**config.mk**
```make
export PLATFORM = sky130hd
export DESIGN_NAME = qlearn_episode_ctrl_flat
export DESIGN_NICKNAME = d
export VERILOG_FILES = /design/src/rtl/qlearn_episode_ctrl_if.sv /design/src/rtl/qlearn_episode_ctrl.sv /design/src/flat_wrapper.sv
export SDC_FILE = /design/constraint.sdc
export NUM_CORES = 1
export LEC_CHECK = 0
export ABC_CLOCK_PERIOD_IN_PS = 3700
export CAP_MARGIN = 40
export CORE_MARGIN = 3
export CORE_UTILIZATION = 45
export CTS_CLUSTER_DIAMETER = 30
export DETAILED_ROUTE_END_ITERATION = 10
export HOLD_SLACK_MARGIN = 0.03
export PLACE_DENSITY = 0.74
export SKIP_LAST_GASP = 1
export SLEW_MARGIN = 20
export SYNTH_ARGS = -nofsm -noshare
export SYNTH_HDL_FRONTEND = slang
export SYNTH_SLANG_ARGS = --single-unit
```
**constraint.sdc**
```tcl
create_clock -name clk -period 3.7 [get_ports clk]
set_input_delay 1.11 -clock clk [delete_from_list [all_inputs] [get_ports clk]]
set_output_delay 1.11 -clock clk [all_outputs]
set_load 0.02 [all_outputs]
```
**src/rtl/qlearn_episode_ctrl_if.sv**
```systemverilog
// Command, datapath and environment handshakes of the Q-learning episode controller.
// The controller uses the master view; the surrounding system uses the slave view.
interface qlearn_episode_ctrl_if #(
    parameter int STATES_WIDTH  = 4,
    parameter int ACTIONS_WIDTH = 2,
    parameter int DATA_WIDTH    = 16,
    parameter int MAX_STEPS     = 32,
    parameter int EP_WIDTH      = 8
);
    localparam int STEP_WIDTH = $clog2(MAX_STEPS + 1);

    logic                     i_start;
    logic [STATES_WIDTH-1:0]  i_first_st;
    logic [EP_WIDTH-1:0]      i_num_episodes;
    logic [7:0]               i_epsilon;
    logic                     o_query_valid;
    logic                     i_query_done;
    logic [ACTIONS_WIDTH-1:0] i_at_max;
    logic                     o_env_req;
    logic                     i_env_valid;
    logic [STATES_WIDTH-1:0]  i_env_next_st;
    logic [DATA_WIDTH-1:0]    i_env_rt;
    logic [STATES_WIDTH-1:0]  o_st;
    logic [ACTIONS_WIDTH-1:0] o_at;
    logic [STATES_WIDTH-1:0]  o_next_st;
    logic [DATA_WIDTH-1:0]    o_rt;
    logic                     o_upd_valid;
    logic                     i_upd_done;
    logic                     o_write_file_en;
    logic                     o_busy;
    logic                     o_done;
    logic [EP_WIDTH-1:0]      o_episode_cnt;
    logic [STEP_WIDTH-1:0]    o_step_cnt;

    modport master (
        input  i_start, i_first_st, i_num_episodes, i_epsilon,
        input  i_query_done, i_at_max, i_env_valid, i_env_next_st, i_env_rt, i_upd_done,
        output o_query_valid, o_env_req, o_st, o_at, o_next_st, o_rt, o_upd_valid,
        output o_write_file_en, o_busy, o_done, o_episode_cnt, o_step_cnt
    );

    modport slave (
        output i_start, i_first_st, i_num_episodes, i_epsilon,
        output i_query_done, i_at_max, i_env_valid, i_env_next_st, i_env_rt, i_upd_done,
        input  o_query_valid, o_env_req, o_st, o_at, o_next_st, o_rt, o_upd_valid,
        input  o_write_file_en, o_busy, o_done, o_episode_cnt, o_step_cnt
    );
endinterface

```
**src/rtl/qlearn_episode_ctrl.sv**
```systemverilog
// Episode controller for the Q-learning agent: runs N episodes, picks actions epsilon-greedily
// from the datapath's greedy action and a free-running LFSR, and issues one Q-update per step.
module qlearn_episode_ctrl #(
    parameter int STATES_WIDTH  = 4,
    parameter int ACTIONS_WIDTH = 2,
    parameter int DATA_WIDTH    = 16,
    parameter int MAX_STEPS     = 32,
    parameter int EP_WIDTH      = 8,
    parameter int GOAL_STATE    = 15
) (
    input  logic                  clk,
    input  logic                  rst_n,
    qlearn_episode_ctrl_if.master bus
);
    localparam int STEP_WIDTH = $clog2(MAX_STEPS + 1);
    localparam logic [STATES_WIDTH-1:0] GOAL_C     = STATES_WIDTH'(GOAL_STATE);
    localparam logic [STEP_WIDTH-1:0]   MAX_STEP_C = STEP_WIDTH'(MAX_STEPS);

    typedef enum logic [2:0] {
        IDLE, QUERY, WAIT_Q, ENV, UPDATE, WAIT_U, CHECK, FINISH
    } state_t;

    state_t                   state_r;
    logic [15:0]              lfsr_r;
    logic [STATES_WIDTH-1:0]  first_st_r;
    logic [EP_WIDTH-1:0]      num_ep_r;
    logic [7:0]               epsilon_r;
    logic [STATES_WIDTH-1:0]  st_r;
    logic [ACTIONS_WIDTH-1:0] at_r;
    logic [STATES_WIDTH-1:0]  next_st_r;
    logic [DATA_WIDTH-1:0]    rt_r;
    logic                     query_valid_r;
    logic                     env_req_r;
    logic                     upd_valid_r;
    logic                     write_file_en_r;
    logic                     busy_r;
    logic                     done_r;
    logic [EP_WIDTH-1:0]      ep_cnt_r;
    logic [STEP_WIDTH-1:0]    step_cnt_r;
    logic [EP_WIDTH-1:0]      ep_cnt_inc_s;

    // Fibonacci LFSR step, taps 16, 14, 13, 11
    function automatic logic [15:0] lfsr_next(input logic [15:0] v);
        return {v[14:0], v[15] ^ v[13] ^ v[12] ^ v[10]};
    endfunction

    assign ep_cnt_inc_s = ep_cnt_r + {{(EP_WIDTH-1){1'b0}}, 1'b1};

    // Episode FSM with all outputs registered; LFSR free-runs even while idle
    always_ff @(posedge clk or negedge rst_n) begin
        if (!rst_n) begin
            state_r         <= IDLE;
            lfsr_r          <= 16'hACE1;
            first_st_r      <= '0;
            num_ep_r        <= '0;
            epsilon_r       <= 8'd0;
            st_r            <= '0;
            at_r            <= '0;
            next_st_r       <= '0;
            rt_r            <= '0;
            query_valid_r   <= 1'b0;
            env_req_r       <= 1'b0;
            upd_valid_r     <= 1'b0;
            write_file_en_r <= 1'b0;
            busy_r          <= 1'b0;
            done_r          <= 1'b0;
            ep_cnt_r        <= '0;
            step_cnt_r      <= '0;
        end else begin
            lfsr_r          <= lfsr_next(lfsr_r);
            query_valid_r   <= 1'b0;
            upd_valid_r     <= 1'b0;
            write_file_en_r <= 1'b0;
            done_r          <= 1'b0;
            case (state_r)
                IDLE: begin
                    if (bus.i_start) begin
                        first_st_r <= bus.i_first_st;
                        num_ep_r   <= bus.i_num_episodes;
                        epsilon_r  <= bus.i_epsilon;
                        st_r       <= bus.i_first_st;
                        ep_cnt_r   <= '0;
                        step_cnt_r <= '0;
                        busy_r     <= 1'b1;
                        state_r    <= (bus.i_num_episodes == '0) ? FINISH : QUERY;
                    end else begin
                        state_r <= IDLE;
                    end
                end
                QUERY: begin
                    query_valid_r <= 1'b1;
                    state_r       <= WAIT_Q;
                end
                WAIT_Q: begin
                    if (bus.i_query_done) begin
                        // Explore with the LFSR's upper byte when its lower byte falls under epsilon
                        at_r      <= (lfsr_r[7:0] < epsilon_r) ? lfsr_r[8 +: ACTIONS_WIDTH]
                                                               : bus.i_at_max;
                        env_req_r <= 1'b1;
                        state_r   <= ENV;
                    end else begin
                        state_r <= WAIT_Q;
                    end
                end
                ENV: begin
                    if (bus.i_env_valid) begin
                        next_st_r <= bus.i_env_next_st;
                        rt_r      <= bus.i_env_rt;
                        env_req_r <= 1'b0;
                        state_r   <= UPDATE;
                    end else begin
                        state_r <= ENV;
                    end
                end
                UPDATE: begin
                    upd_valid_r <= 1'b1;
                    state_r     <= WAIT_U;
                end
                WAIT_U: begin
                    if (bus.i_upd_done) begin
                        write_file_en_r <= 1'b1;
                        step_cnt_r      <= step_cnt_r + {{(STEP_WIDTH-1){1'b0}}, 1'b1};
                        state_r         <= CHECK;
                    end else begin
                        state_r <= WAIT_U;
                    end
                end
                CHECK: begin
                    if ((next_st_r == GOAL_C) || (step_cnt_r == MAX_STEP_C)) begin
                        ep_cnt_r   <= ep_cnt_inc_s;
                        st_r       <= first_st_r;
                        step_cnt_r <= '0;
                        state_r    <= (ep_cnt_inc_s == num_ep_r) ? FINISH : QUERY;
                    end else begin
                        st_r    <= next_st_r;
                        state_r <= QUERY;
                    end
                end
                FINISH: begin
                    done_r  <= 1'b1;
                    busy_r  <= 1'b0;
                    state_r <= IDLE;
                end
                default: begin
                    env_req_r <= 1'b0;
                    busy_r    <= 1'b0;
                    state_r   <= IDLE;
                end
            endcase
        end
    end

    assign bus.o_query_valid   = query_valid_r;
    assign bus.o_env_req       = env_req_r;
    assign bus.o_st            = st_r;
    assign bus.o_at            = at_r;
    assign bus.o_next_st       = next_st_r;
    assign bus.o_rt            = rt_r;
    assign bus.o_upd_valid     = upd_valid_r;
    assign bus.o_write_file_en = write_file_en_r;
    assign bus.o_busy          = busy_r;
    assign bus.o_done          = done_r;
    assign bus.o_episode_cnt   = ep_cnt_r;
    assign bus.o_step_cnt      = step_cnt_r;
endmodule

```
**src/flat_wrapper.sv**
```systemverilog
// flat-port wrapper written by rule: the top's interface ports become plain ports
module qlearn_episode_ctrl_flat 
#(
    parameter int STATES_WIDTH  = 4,
    parameter int ACTIONS_WIDTH = 2,
    parameter int DATA_WIDTH    = 16,
    parameter int MAX_STEPS     = 32,
    parameter int EP_WIDTH      = 8,
    parameter int GOAL_STATE    = 15
)
  (clk, rst_n, bus_i_start, bus_i_first_st, bus_i_num_episodes, bus_i_epsilon, bus_i_query_done, bus_i_at_max, bus_i_env_valid, bus_i_env_next_st, bus_i_env_rt, bus_i_upd_done, bus_o_query_valid, bus_o_env_req, bus_o_st, bus_o_at, bus_o_next_st, bus_o_rt, bus_o_upd_valid, bus_o_write_file_en, bus_o_busy, bus_o_done, bus_o_episode_cnt, bus_o_step_cnt);
  qlearn_episode_ctrl_if #(.STATES_WIDTH(STATES_WIDTH), .ACTIONS_WIDTH(ACTIONS_WIDTH), .DATA_WIDTH(DATA_WIDTH), .MAX_STEPS(MAX_STEPS), .EP_WIDTH(EP_WIDTH)) bus_i ();
  input  logic clk;
  input  logic rst_n;
  input wire logic [$bits(bus_i.i_start)-1:0] bus_i_start;
  input wire logic [$bits(bus_i.i_first_st)-1:0] bus_i_first_st;
  input wire logic [$bits(bus_i.i_num_episodes)-1:0] bus_i_num_episodes;
  input wire logic [$bits(bus_i.i_epsilon)-1:0] bus_i_epsilon;
  input wire logic [$bits(bus_i.i_query_done)-1:0] bus_i_query_done;
  input wire logic [$bits(bus_i.i_at_max)-1:0] bus_i_at_max;
  input wire logic [$bits(bus_i.i_env_valid)-1:0] bus_i_env_valid;
  input wire logic [$bits(bus_i.i_env_next_st)-1:0] bus_i_env_next_st;
  input wire logic [$bits(bus_i.i_env_rt)-1:0] bus_i_env_rt;
  input wire logic [$bits(bus_i.i_upd_done)-1:0] bus_i_upd_done;
  output wire logic [$bits(bus_i.o_query_valid)-1:0] bus_o_query_valid;
  output wire logic [$bits(bus_i.o_env_req)-1:0] bus_o_env_req;
  output wire logic [$bits(bus_i.o_st)-1:0] bus_o_st;
  output wire logic [$bits(bus_i.o_at)-1:0] bus_o_at;
  output wire logic [$bits(bus_i.o_next_st)-1:0] bus_o_next_st;
  output wire logic [$bits(bus_i.o_rt)-1:0] bus_o_rt;
  output wire logic [$bits(bus_i.o_upd_valid)-1:0] bus_o_upd_valid;
  output wire logic [$bits(bus_i.o_write_file_en)-1:0] bus_o_write_file_en;
  output wire logic [$bits(bus_i.o_busy)-1:0] bus_o_busy;
  output wire logic [$bits(bus_i.o_done)-1:0] bus_o_done;
  output wire logic [$bits(bus_i.o_episode_cnt)-1:0] bus_o_episode_cnt;
  output wire logic [$bits(bus_i.o_step_cnt)-1:0] bus_o_step_cnt;
  assign bus_i.i_start = bus_i_start;
  assign bus_i.i_first_st = bus_i_first_st;
  assign bus_i.i_num_episodes = bus_i_num_episodes;
  assign bus_i.i_epsilon = bus_i_epsilon;
  assign bus_i.i_query_done = bus_i_query_done;
  assign bus_i.i_at_max = bus_i_at_max;
  assign bus_i.i_env_valid = bus_i_env_valid;
  assign bus_i.i_env_next_st = bus_i_env_next_st;
  assign bus_i.i_env_rt = bus_i_env_rt;
  assign bus_i.i_upd_done = bus_i_upd_done;
  assign bus_o_query_valid = bus_i.o_query_valid;
  assign bus_o_env_req = bus_i.o_env_req;
  assign bus_o_st = bus_i.o_st;
  assign bus_o_at = bus_i.o_at;
  assign bus_o_next_st = bus_i.o_next_st;
  assign bus_o_rt = bus_i.o_rt;
  assign bus_o_upd_valid = bus_i.o_upd_valid;
  assign bus_o_write_file_en = bus_i.o_write_file_en;
  assign bus_o_busy = bus_i.o_busy;
  assign bus_o_done = bus_i.o_done;
  assign bus_o_episode_cnt = bus_i.o_episode_cnt;
  assign bus_o_step_cnt = bus_i.o_step_cnt;
  qlearn_episode_ctrl #(.STATES_WIDTH(STATES_WIDTH), .ACTIONS_WIDTH(ACTIONS_WIDTH), .DATA_WIDTH(DATA_WIDTH), .MAX_STEPS(MAX_STEPS), .EP_WIDTH(EP_WIDTH), .GOAL_STATE(GOAL_STATE)) u_core (.clk(clk), .rst_n(rst_n), .bus(bus_i));
endmodule
```
==> results of run 1 <==
[worst max-delay path, cell delays in order]
cell and delay [ns]:
clkdlybuf4s50_1 0.52, or3b_1 0.36, a21o_1 0.24, o2bb2ai_2 0.21, nand2b_4 0.22, o21ai_1 0.16, o31ai_1 0.08
[state kept, by name (all words and copies together) (netlist names), 6 cells and up]
signal                    cells
u_core.bus.o_rt              16
u_core.lfsr_r                16
u_core.bus.o_episode_cnt      8
u_core.epsilon_r              8
u_core.num_ep_r               8
u_core.bus.o_step_cnt         6
[layout make-up]
class / instances / area (µm²) / share of cell area [%]
clock inverters: 3 / 68.82 / 1.365
inverters: 19 / 71.32 / 1.414
repair buffers: 98 / 983.4 / 19.50
flip-flops and latches: 85 / 2137 / 42.38
clock buffers: 13 / 148.9 / 2.953
multi-input cells: 221 / 1505 / 29.85
well taps: 102 / 127.6 / 2.531
[worst paths after layout]
path                                                    end  slack, ns  cells after the start
min in group asynchronous                u_core.bus.o_at[0]       0.68                      1
worst min register to register            u_core.lfsr_r[15]       0.36                      0
worst max register to register            u_core.state_r[2]       1.62                      5
worst max-delay path            u_core.bus.o_episode_cnt[7]       1.02                      7
worst min-delay path                      u_core.lfsr_r[15]       0.36                      0
max in group asynchronous                 u_core.lfsr_r[10]       2.39                      2
[metal layers]
layer / wire length [µm] / vias to the layer above / part of all wire, %
met4: 134 / 0 / 1.7
li1: - / 1365 / -
met2: 3679 / 87 / 46
met5: 0 / - / 0
met3: 524 / 12 / 6.6
met1: 3591 / 1349 / 45
[cells in the final DEF, fill, tap and decap left out, types with 2 or more instances in the layout]
master / n
a21oi_1: 9
o21ai_0: 11
nor4_1: 3
inv_1: 18
a21o_1: 6
dfstp_2: 8
clkdlybuf4s50_1: 92
buf_4: 4
and3_1: 3
xor2_1: 6
clkbuf_1: 3
dfrtp_1: 77
mux2_1: 29
ha_1: 10
nand4_1: 4
o21ai_1: 30
nand3_1: 6
bufinv_16: 2
nor2b_1: 3
nand2b_1: 7
nand2_1: 39
xnor2_1: 8
mux2i_1: 2
nor2_1: 18
o41ai_1: 2
clkbuf_8: 10
a211oi_1: 4
nand3b_1: 2
[kinds of logic after synthesis]
logic type | share of synthesized area [%]
adder cells (fa/ha/maj) | 3.330
AND/OR/NAND/NOR | 13.15
XOR/XNOR | 3.263
multiplexers | 9.224
AO/OA/AOI/OAI | 11.09
buffers and inverters | 3.063
flip-flops | 56.88
[power by group through the flow]
| stage | Sequential (mW) | Combinational [mW] | Clock, mW |
|---|---|---|---|
| 6_report | 1.46 | 1.34 | 0.713 |
| 5_1_grt | 1.50 | 1.47 | 0.772 |
| 4_1_cts | 1.46 | 1.36 | 0.732 |
| 3_5_place_dp | 1.48 | 1.35 | 0 |
| 3_3_place_gp | 1.46 | 1.31 | 0 |
| 2_1_floorplan | 1.62 | 0.620 | 0 |
==> out/qor.txt, run 1 <==
fin crit share: 72.49%
Yosys cell types: 45
mapped cell area: 3757 µm²
post-CTS sizing: 0
worst hold start: u_core.lfsr_r[14]
fillers: 637
DR iter-0 viols: 131
Core Region: 7928 µm²
Synth top area share: 51.28%
Setup TNS: 0 ns
worst-margin pin slew: 0.6484 ns
maximum fanout along the worst path: 9
post-CTS setup buffers: 0
DRC Markers: 0
layout cells sized above 1: 7.062%
peak supply drop: 0.4561 mV
Slew HR: 56.77%
CTS root buf: clkbuf_8
H-tree levels: 3
Cells after Synth: 335
sequential share of the synthesized area: 56.88%
global placement routability congestion: 0.8297
fmax: 372.9 MHz
Sw Share: 34.30%
pins over their slew limit: 0
CTS tree: done
Comb pwr share: 38.1%
met1 Usage GRT: 22.80%
total power draw: 3.510 mW
total number of vias: 2813
r2r startpoint: u_core.state_r[2]
vias in the first global route: 2845
TritonCTS Buffers: 9
clock power share: 20.3%
GRT Util Overall: 17.43%
Final Setup Violations: 0
Vias/cell: 5.200
met3 global-route usage: 4.594%
Fin Clk Skew: 0.007289 ns
Layout area overhead: 34.20%
PnR worst setup slack: 1.018 ns
fin nets: 492
power share of the sequential group: 41.6%
critical path class: input port to flip-flop
clock slew at reported path FFs: 0.08 ns
# rows: 32
Most Crowded Layer GR: met2
Avg Cell Area, Syn: 11.22 µm²
initial antenna violation count: 0
CP arrival: 2.89 ns
Place WS: 0.6677 ns
area leader, netlist: dfrtp_1
most instantiated library cell after synthesis: dfrtp_1
Final ANT Viol Nets: 0
num ports: 94
largest net degree at the start of global routing: 60
crit start category: input port
status: complete, no violations
total of max-cap violations: 0
Area contributors post-synth: dfrtp_1 51%, mux2_1 8.7%, dfstp_2 5.6%
Net Sw Power: 1.204 mW
Int Power: 2.306 mW
Net Count, Synth: 393
Critical Path RT: 3.91 ns
DRT Wirelength: 7929 µm
final hold viol count: 0
Post-CTS Hold Fix Bufs: 0
Final Instance Area: 5042 µm²
CP endpoint kind: flip-flop
Post-Place Cells: 524
Initial Util: 47.40%
total grt overflow: 0
Critical path origin: bus_i_start
Hold Path Class: flip-flop to flip-flop
minimum clock period: 2.682 ns
drt wl/cell: 14.66 µm
Die Y: 97.38 µm
register bit count reported by yosys: 85
# port buffers: 93
worst skew pair latency: 0.34 ns
Async S/R FF share, synth: 100.0%
drt first pass iters: 4
pwr/cell area: 696.2 nW/µm²
global routing usage on met2: 27.83%
placed cell area: 4820 µm²
Ant. Diodes: 0
RSZ-0062 raised after global routing: false
Sink Count: 85
Post-synth top cells: 77 x dfrtp_1, 39 x nand2_1, 30 x o21ai_1
Die Area: 9482 µm²
Post-Layout Cell Count: 541
Primary FF master, synth: dfrtp_1
DP HPWL: 5831 µm
first-pass GRT wire length: 13440 µm
hold slack: 0.3566 ns
EDFF count, synth: 0
Yosys Warn Count: 0
LEAKAGE: 2.226 nW
clk buf depth: 2
utilization after layout: 63.60%
die extent in x: 97.38 µm
Note: power is estimated with default switching activity, not from simulation.
==> inputs of run 2 (changes only) <==
--- a/config.mk
+++ b/config.mk
@@ -5,14 +5,14 @@
 export SDC_FILE = /design/constraint.sdc
 export NUM_CORES = 1
 export LEC_CHECK = 0
-export ABC_CLOCK_PERIOD_IN_PS = 3700
+export ABC_CLOCK_PERIOD_IN_PS = 2200
 export CAP_MARGIN = 40
 export CORE_MARGIN = 3
-export CORE_UTILIZATION = 45
+export CORE_UTILIZATION = 44
 export CTS_CLUSTER_DIAMETER = 30
 export DETAILED_ROUTE_END_ITERATION = 10
 export HOLD_SLACK_MARGIN = 0.03
-export PLACE_DENSITY = 0.74
+export PLACE_DENSITY = 0.76
 export SKIP_LAST_GASP = 1
 export SLEW_MARGIN = 20
 export SYNTH_ARGS = -nofsm -noshare
==> constraint.sdc (replaced) <==
create_clock -name clk -period 2.2 [get_ports clk]
set_input_delay 0.66 -clock clk [delete_from_list [all_inputs] [get_ports clk]]
set_output_delay 0.66 -clock clk [all_outputs]
set_load 0.02 [all_outputs]
==> run 2 against run 1 <==
Against the previous run: clock skew grew 0.0078 ns; worst setup slack lost 0.95 ns; clock power grew 77%; power grew 74%; via count grew 0.28%; combinational power grew 82%; critical path type is now flip-flop to output pin; core utilization shrank 1.2 points; sequential power grew 64%; critical endpoint is now bus_o_episode_cnt[7]; flip-flop and latch count is the same; global-route usage grew 0.45 points.
==> out/qor.txt, run 2 (same netlist as run 1, synthesis figures left out) <==
Final ANT Viol Nets: 0 (unchanged)
CP endpoint kind: output pin (was flip-flop)
Post-CTS Hold Fix Bufs: 0 (unchanged)
clock slew at reported path FFs: 0.09 ns (was 0.08 ns)
commonest non-fill, non-tap cells in the layout: 90 x clkdlybuf4s50_1, 73 x dfrtp_1, 39 x nand2_1, 30 x o21ai_1, 29 x mux2_1 (was 92 x clkdlybuf4s50_1, 77 x dfrtp_1, 39 x nand2_1, 30 x o21ai_1, 29 x mux2_1)
pins over their slew limit: 0 (unchanged)
Buf+Inv Stages, Crit Path: 1 (unchanged)
largest net degree at the start of global routing: 40 (was 60)
Final Setup Violations: 0 (unchanged)
crit path cell chain: clkdlybuf4s50_1 (was clkdlybuf4s50_1 -> or3b_1 -> a21o_1 -> o2bb2ai_2 -> nand2b_4 -> o21ai_1 -> o31ai_1)
post-CTS sizing: 0 (unchanged)
LEAKAGE: 2.317 nW (was 2.226 nW)
RSZ-0062 raised after global routing: false (unchanged)
num ports: 94 (unchanged)
H-tree levels: 3 (unchanged)
post-CTS setup buffers: 0 (unchanged)
# rows: 33 (was 32)
Core Region: 8258 µm² (was 7928 µm²)
Critical Path RT: 1.54 ns (was 3.91 ns)
register-to-register setup slack: 0.30 ns (was 1.62 ns)
critical path class: flip-flop to output pin (was input port to flip-flop)
fillers: 683 (was 637)
status: complete, no violations (unchanged)
GRT Util Overall: 17.87% (was 17.43%)
CTS tree: done (unchanged)
total number of vias: 2821 (was 2813)
maximum fanout along the worst path: 6 (was 9)
vias in the first global route: 2883 (was 2845)
r2r startpoint: u_core.lfsr_r[5] (was u_core.state_r[2])
TritonCTS Buffers: 9 (unchanged)
CTS root buf: clkbuf_8 (unchanged)
Hold Path Class: input port to asynchronous set/reset pin (was flip-flop to flip-flop)
fmax: 469.0 MHz
Die Area: 9685 µm² (was 9482 µm²)
Slew HR: 71.42% (was 56.77%)
fin nets: 502 (was 492)
initial antenna violation count: 0 (unchanged)
drt wl/cell: 14.73 µm (was 14.66 µm)
Vias/cell: 5.092 (was 5.200)
layout cells sized above 1: 10.69% (was 7.062%)
total of max-cap violations: 0 (unchanged)
DRC Markers: 0 (unchanged)
reg2reg end: u_core.bus.o_at[0] (was u_core.state_r[2])
DR iter-0 viols: 119 (was 131)
hold slack: 0.2306 ns (was 0.3566 ns)
DRT Wirelength: 8159 µm (was 7929 µm)
Stages on worst setup path: 1 (was 7)
Setup TNS: 0 ns (unchanged)
minimum clock period: 2.132 ns
CP peak stage delay: 0.65 ns (was 0.52 ns)
pwr/cell area: 1184 nW/µm² (was 696.2 nW/µm²)
delay-heaviest family, CP: buffers and inverters (was compound AO/OA/AOI/OAI gates)
global placement routability congestion: 0.8098 (was 0.8297)
first-pass GRT wire length: 14080 µm (was 13440 µm)
total grt overflow: 0 (unchanged)
Worst path slowest cell: clkdlybuf4s50_1 (unchanged)
commonest non-fill, non-tap cell in the layout: clkdlybuf4s50_1 (unchanged)
Sink Count: 85 (unchanged)
Ant. Diodes: 0 (unchanged)
final hold viol count: 0 (unchanged)
cells on worst reg2reg path: 7 (was 5)
CP arrival: 1.47 ns (was 2.89 ns)
drt first pass iters: 4 (unchanged)
fin crit share: 96.93%
crit start category: flip-flop (was input port)
Die Y: 98.41 µm (was 97.38 µm)
worst-margin pin slew: 0.4288 ns (was 0.6484 ns)
peak supply drop: 0.7216 mV (was 0.4561 mV)
clk buf depth: 2 (unchanged)
DP HPWL: 6148 µm (was 5831 µm)
# port buffers: 93 (unchanged)
die extent in x: 98.41 µm (was 97.38 µm)
Layout area overhead: 37.06% (was 34.20%)
worst skew pair latency: 0.36 ns (was 0.34 ns)
Fin Clk Skew: 0.01504 ns (was 0.007289 ns)
Initial Util: 45.50% (was 47.40%)
run 2: routing by layer:
metal | track usage (%) | wire length [µm] | up-vias
met5 | 0 | 0 | -
met3 | 5.025 | 483 | 9
li1 | - | - | 1386
met4 | 5.987 | 106 | 0
met2 | 28.81 | 3963 | 77
met1 | 23.43 | 3606 | 1349
run 2: where the power goes:
group	internal, mW	switching, mW
clock network	0.681	0.579
registers	2.07	0.326
logic	1.24	1.21
run 2: cell type report:
type / instances / area (µm²) / share of cell area, %
Clock inverter: 6 / 91.34 / 1.774
Tap cell: 105 / 131.4 / 2.551
Inverter: 19 / 71.32 / 1.385
Clock buffer: 10 / 137.6 / 2.672
Sequential cell: 85 / 2142 / 41.59
Timing Repair Buffer: 108 / 1071 / 20.80
Multi-Input combinational cell: 221 / 1505 / 29.23
run 2: how the worst max path moves through the flow:
stage,to,slack (ns),start
2_1_floorplan,u_core.bus.o_episode_cnt[5],0.30,bus_i_start
3_5_place_dp,u_core.bus.o_episode_cnt[7],-0.19,bus_i_start
6_report,bus_o_episode_cnt[7],0.07,u_core.bus.o_episode_cnt[7]
5_1_grt,bus_o_episode_cnt[7],0.03,u_core.bus.o_episode_cnt[7]
3_3_place_gp,u_core.bus.o_episode_cnt[6],-0.15,bus_i_start
4_1_cts,bus_o_episode_cnt[4],0.006,u_core.bus.o_episode_cnt[4]
run 2: stage by stage:
step | setup WS [ns] | power, mW | utilization (%) | cell area, µm² | cells
global placement | -0.1492 | 4.791 | 59.47 | 4911 | 538
CTS | 0.006399 | 6.157 | 62.24 | 5140 | 554
finish | 0.06759 | 6.096 | 62.36 | 5150 | 554
detailed placement | -0.1938 | 4.888 | 59.47 | 4911 | 538
floorplan | 0.3031 | 3.761 | - | 3757 | 335
global route | 0.02950 | 6.495 | 62.36 | 5150 | 554
